--- src/rtl/ws2812b_driver.sv ---
// ws2812b_driver: drives a WS2812B chain, sending one captured colour to
// NUM_LEDS LEDs per frame (G,R,B order, MSB first), followed by a latch gap.
// Optional feature: define WS2812B_PENDING_EN to queue one request that
// arrives while a frame is in progress.
module ws2812b_driver #(
  parameter int NUM_LEDS     = 8,
  parameter int T0H_CYCLES   = 11,
  parameter int T1H_CYCLES   = 22,
  parameter int BIT_CYCLES   = 34,
  parameter int RESET_CYCLES = 8100
) (
  input  logic       i_clk,
  input  logic       i_rst_n,
  input  logic       i_send,
  input  logic [7:0] i_red,
  input  logic [7:0] i_green,
  input  logic [7:0] i_blue,
  output logic       o_data,
  output logic       o_busy,
  output logic       o_done
);

  // One counter serves both the bit period and the latch gap.
  localparam int CNT_MAX = (RESET_CYCLES > BIT_CYCLES) ? RESET_CYCLES : BIT_CYCLES;
  localparam int CW      = $clog2(CNT_MAX + 1);
  localparam int LW      = (NUM_LEDS > 1) ? $clog2(NUM_LEDS) : 1;

  localparam logic [CW-1:0] T0H_M1  = CW'(T0H_CYCLES - 1);
  localparam logic [CW-1:0] T1H_M1  = CW'(T1H_CYCLES - 1);
  localparam logic [CW-1:0] BIT_M1  = CW'(BIT_CYCLES - 1);
  localparam logic [CW-1:0] RST_M1  = CW'(RESET_CYCLES - 1);
  localparam logic [LW-1:0] LED_M1  = LW'(NUM_LEDS - 1);

  typedef enum logic [1:0] {IDLE, HIGH, LOW, LATCH} state_t;

  state_t        state, state_nxt;
  logic [23:0]   col_q;      // colour captured at accept, reloaded per LED
  logic [23:0]   shreg;      // bit being sent is shreg[23]
  logic [4:0]    bit_cnt;
  logic [LW-1:0] led_cnt;
  logic [CW-1:0] cyc_cnt;
  logic          done_q;

  logic          start;
  logic [23:0]   start_col;
  logic          hi_end, bit_end, last_bit, last_led, latch_end;

`ifdef WS2812B_PENDING_EN
  logic          pend_vld;
  logic [23:0]   pend_col;

  // A fresh request in IDLE wins over an older pending one.
  assign start     = (state == IDLE) && (i_send || pend_vld);
  assign start_col = i_send ? {i_green, i_red, i_blue} : pend_col;

  // One-deep pending slot: latest busy-time request overwrites, start consumes.
  always_ff @(posedge i_clk) begin
    if (!i_rst_n) begin
      pend_vld <= 1'b0;
      pend_col <= '0;
    end else if ((state != IDLE) && i_send) begin
      pend_vld <= 1'b1;
      pend_col <= {i_green, i_red, i_blue};
    end else if (start) begin
      pend_vld <= 1'b0;
    end
  end
`else
  assign start     = (state == IDLE) && i_send;
  assign start_col = {i_green, i_red, i_blue};
`endif

  assign hi_end    = cyc_cnt == (shreg[23] ? T1H_M1 : T0H_M1);
  assign bit_end   = cyc_cnt == BIT_M1;
  assign last_bit  = bit_cnt == 5'd23;
  assign last_led  = led_cnt == LED_M1;
  assign latch_end = cyc_cnt == RST_M1;

  // State register.
  always_ff @(posedge i_clk) begin
    if (!i_rst_n) state <= IDLE;
    else          state <= state_nxt;
  end

  // Next-state logic.
  always_comb begin
    state_nxt = state;
    unique case (state)
      IDLE:  if (start)     state_nxt = HIGH;
      HIGH:  if (hi_end)    state_nxt = LOW;
      LOW:   if (bit_end)   state_nxt = (last_bit && last_led) ? LATCH : HIGH;
      LATCH: if (latch_end) state_nxt = IDLE;
    endcase
  end

  // Datapath: capture, bit timing, shift/reload, LED count, done flag.
  always_ff @(posedge i_clk) begin
    if (!i_rst_n) begin
      col_q   <= '0;
      shreg   <= '0;
      bit_cnt <= '0;
      led_cnt <= '0;
      cyc_cnt <= '0;
      done_q  <= 1'b0;
    end else begin
      done_q <= (state == LATCH) && latch_end;
      unique case (state)
        IDLE: if (start) begin
          col_q   <= start_col;
          shreg   <= start_col;
          bit_cnt <= '0;
          led_cnt <= '0;
          cyc_cnt <= '0;
        end
        HIGH: cyc_cnt <= cyc_cnt + CW'(1);
        LOW: begin
          if (bit_end) begin
            cyc_cnt <= '0;
            if (last_bit) begin
              // Reload on the LED boundary so the next LED follows without a gap.
              bit_cnt <= '0;
              shreg   <= col_q;
              led_cnt <= last_led ? '0 : led_cnt + LW'(1);
            end else begin
              bit_cnt <= bit_cnt + 5'd1;
              shreg   <= {shreg[22:0], 1'b0};
            end
          end else begin
            cyc_cnt <= cyc_cnt + CW'(1);
          end
        end
        LATCH: cyc_cnt <= latch_end ? '0 : cyc_cnt + CW'(1);
      endcase
    end
  end

  // Outputs decoded from registered state only.
  always_comb begin
    o_data = (state == HIGH);
    o_busy = (state != IDLE);
    o_done = done_q;
  end

endmodule

--- config.mk ---
export PLATFORM = sky130hd
export DESIGN_NAME = ws2812b_driver
export DESIGN_NICKNAME = d
export VERILOG_FILES = /design/src/rtl/ws2812b_driver.sv
export SDC_FILE = /design/constraint.sdc
export NUM_CORES = 1
export LEC_CHECK = 0
export CORE_MARGIN = 2
export CORE_UTILIZATION = 40
export DETAILED_ROUTE_END_ITERATION = 16
export HOLD_SLACK_MARGIN = 0.02
export PLACE_DENSITY = 0.68
export SETUP_SLACK_MARGIN = 0.3
export SLEW_MARGIN = 20
export SYNTH_ARGS = -nofsm -noshare
export SYNTH_HDL_FRONTEND = slang
export SYNTH_SLANG_ARGS = --single-unit
--- constraint.sdc ---
create_clock -name i_clk -period 1.9 [get_ports i_clk]
set_clock_uncertainty 0.05 [all_clocks]
set_input_delay 0.285 -clock i_clk [delete_from_list [all_inputs] [get_ports i_clk]]
set_output_delay 0.285 -clock i_clk [all_outputs]
set_load 0.1 [all_outputs]
==> reports/qor.txt <==
Outcome -> completed
Worst Path Max Fanout -> 8
Instance count after placement with tap cells included -> 581
Critical path depth in cells -> 7
CTS Sinks -> 72
Data required time of the worst path -> 2080 ps
Period Utilization, post-route -> 0.947
Number of instances in the synthesized netlist -> 438
Placed wire-length estimate -> 5.53 mm
Share of the yosys chip area belonging to registers -> 0.409
Routed wire length -> 9.45 mm
Hold buffers post-CTS -> 0
Synth cell types -> 52
Total Die Area -> 9580 sq um
Growth of design area from synthesis to finish -> 38.6%
Final weighted congestion in routability-driven placement -> 0.851
Critical Path, Cell by Cell -> nor4b_4, buf_4, nand4_1, a32o_2, buf_6, a41oi_2, a31oi_1
Critical path class -> flop to flop
Ports -> 30
Tot Pwr -> 3.27 mW
Worst EP arrival -> 1980 ps
Number of cell instances on the worst register-to-register path -> 7
Post-Route Utilization -> 0.565
Post-Syn Area per Cell -> 8.04 sq um
Syn_nets -> 470
Source-to-sink clock delay at the later pin of the worst-skew pair -> 350 ps
Cell row count -> 34
Reported max-cap violation count -> 0
Final global-route overflow total -> 0
Residual DRC count -> 0
CTS HTree Levels -> 3
Synth warnings -> 0
Critical path launch point type -> flop
Final design instance area without fill -> 4880 sq um
Aggregate global-route resource usage -> 0.199
CTS Root Buffer Type -> sky130_fd_sc_hd__clkbuf_8
Flop and latch count out of synthesis -> 72
Share of layout cells above drive strength 1 -> 0.266
Antenna violations before repair -> 0
Largest net degree at the start of global routing -> 54
Post-synthesis instance area -> 3520 sq um
Number of nets with antenna violations after routing -> 0
CTS tree -> yes
Endpoint type of the worst setup path -> flop
Average via count per standard cell -> 5.48
Buffers added on ports -> 29
Transition at the pin with the smallest max-transition slack -> 351 ps
Count of final hold-check violations -> 0
Setup TNS -> 0 ps
Reg clk slew, reported paths -> 80 ps
Via count of the first global-routing pass -> 3307
Post-place instance area -> 4180 sq um
Biggest cell delay along the critical path -> 350 ps
Overall die height -> 97.9 um
Count of vias placed by the detailed router -> 3373
Final-stage net count -> 535
Total inserted antenna cells -> 0
Unrepaired setup endpoints after global routing -> yes
Die width -> 97.9 um
Number of standard cells in the layout, taps in and fillers out -> 616
Dpl ws -> -91.8 ps
Slowest cell on the critical path -> sky130_fd_sc_hd__nor4b_4
Final critical delay including setup and external delays -> 1800 ps
Max VDD drop -> 0.340 mV
Max Buffers Root-to-Sink -> 2
Static leakage -> 1.88 nW
Global-route wire length before repair -> 15.6 mm
Starting utilization of the core area -> 0.408
Final worst slack -> 100 ps
Detail-routed net length per standard cell -> 15.3 um
P per Cell Area -> 669 nW/um^2
Class of the tightest hold or removal check -> flop to flop
Largest cells by area after synthesis -> sky130_fd_sc_hd__dfxtp_1 41%, sky130_fd_sc_hd__nand2_1 13%, sky130_fd_sc_hd__a21oi_1 6.8%
Area of the core region -> 8640 sq um
Max Transition Viols Final -> 0
Fmax -> 556 MHz
Final count of negative-setup-slack endpoints -> 0
Family with the most delay on the worst path -> compound AO/OA/AOI/OAI gates
Cell type with the highest aggregate area in the netlist -> sky130_fd_sc_hd__dfxtp_1
Worst hold slack -> 405 ps
Worst path bufs/invs -> 2
Initial detailed-routing violation count -> 138
Slew headroom -> 0.764
1st-pass router iterations -> 5
Cell depth of the worst min-delay path -> 2
Fraction of post-synthesis cell area in the top cell type by area -> 0.409
Clock buffers created by TritonCTS -> 9
[logic make-up (layout without fill, tap and decap cells)]
logic type,Yosys count,count (layout),synth area share
and+or+nand+nor,183,183,0.246
xor gates and xnor gates,2,2,0.00497
muxes,23,23,0.0653
buffers and inverters,36,105,0.0451
AOI/OAI and AO/OA,117,118,0.212
DFF,72,72,0.409
adders and majority gates,5,5,0.0178
[cell usage after synthesis, drive strengths merged]
master / number
o211ai: 24
a21oi: 48
xnor2: 1
ha: 5
nand3b: 3
buf: 8
o21a: 1
nor2: 19
mux2i: 23
nand2b: 1
a311oi: 1
nand4: 5
nor2b: 4
a2111oi: 2
nand3: 13
clkbuf: 23
or3: 2
nor3b: 2
a21boi: 13
o211a: 1
o21ai: 12
or3b: 1
nor3: 2
dfxtp: 72
nor4b: 2
inv: 5
a32o: 1
a41oi: 2
xor2: 1
o2111ai: 1
nor4: 1
a21o: 1
and4b: 1
or4b: 1
a22oi: 1
and4: 2
a31oi: 7
and2: 3
nand4b: 2
a22o: 2
nand2: 119
[layout by cell type (no fill, tap or decap), types with 7 or more instances in the layout]
cell / synthesis / routed
sky130_fd_sc_hd__nand2_2: 0 / 10
sky130_fd_sc_hd__mux2i_1: 23 / 23
sky130_fd_sc_hd__dfxtp_1: 72 / 66
sky130_fd_sc_hd__buf_12: 0 / 7
sky130_fd_sc_hd__nand3_1: 13 / 10
sky130_fd_sc_hd__a21oi_1: 48 / 40
sky130_fd_sc_hd__nor2_1: 18 / 15
sky130_fd_sc_hd__clkdlybuf4s50_1: 0 / 26
sky130_fd_sc_hd__nand2_1: 119 / 106
sky130_fd_sc_hd__a21oi_2: 0 / 7
sky130_fd_sc_hd__o211ai_1: 24 / 24
sky130_fd_sc_hd__a21boi_0: 12 / 9
sky130_fd_sc_hd__a31oi_1: 7 / 7
sky130_fd_sc_hd__buf_6: 1 / 11
sky130_fd_sc_hd__buf_4: 2 / 36
sky130_fd_sc_hd__clkbuf_8: 0 / 9
[sequential cells by signal, indices dropped and copies added (netlist names)]
| register | count |
|---|---|
| state | 2 |
| col_q | 24 |
| shreg | 24 |
| bit_cnt | 5 |
| led_cnt | 3 |
| cyc_cnt | 13 |
| o_done | 1 |
[final timing paths]
kind | endpoint | slack [ps] | from
setup reg to reg | cyc_cnt[11]$_SDFFE_PN0N_ | 100 | cyc_cnt[3]$_SDFFE_PN0N_
hold / removal | shreg[5]$_SDFFE_PN0P_ | 400 | shreg[5]$_SDFFE_PN0P_
hold reg to reg | shreg[5]$_SDFFE_PN0P_ | 400 | shreg[5]$_SDFFE_PN0P_
setup / recovery | cyc_cnt[11]$_SDFFE_PN0N_ | 100 | cyc_cnt[3]$_SDFFE_PN0N_
[per-layer routing]
| layer | vias to the layer above | GRT usage | wire [um] |
|---|---|---|---|
| met1 | 1628 | 0.235 | 4170 |
| met4 | 0 | 0.0491 | 88 |
| li1 | 1671 | - | - |
| met2 | 61 | 0.359 | 4830 |
| met5 | - | 0 | 0 |
| met3 | 13 | 0.0537 | 366 |
[what timing repair did]
item,in CTS,in global routing
resized for setup,55,33
endpoints found under the setup margin,47,74
endpoints found under the hold margin,0,0
gates cloned,4,0
buffers inserted,11,4
pin swaps,39,9
[worst register-to-register path, stage by stage (launching register included)]
cell and delay [ps]:
sky130_fd_sc_hd__dfxtp_2 330, sky130_fd_sc_hd__nor4b_4 350, sky130_fd_sc_hd__buf_4 180, sky130_fd_sc_hd__nand4_1 100
sky130_fd_sc_hd__a32o_2 320, sky130_fd_sc_hd__buf_6 170, sky130_fd_sc_hd__a41oi_2 130, sky130_fd_sc_hd__a31oi_1 60
[power by group]
part | switching [mW] | internal [mW]
clock network | 0.594 | 0.614
registers | 0.0375 | 1.57
logic | 0.229 | 0.222
total | 0.861 | 2.41
[layout make-up]
cell class / count / area [sq um]
clock buffers: 10 / 128
multi-input cells: 331 / 2190
flip-flops and latches: 72 / 1450
well taps: 108 / 135
fillers: 779 / 3750
inverters: 5 / 18.8
clock inverters: 6 / 67.6
repair buffers: 84 / 897
Note: power is estimated with default switching activity, not from simulation.
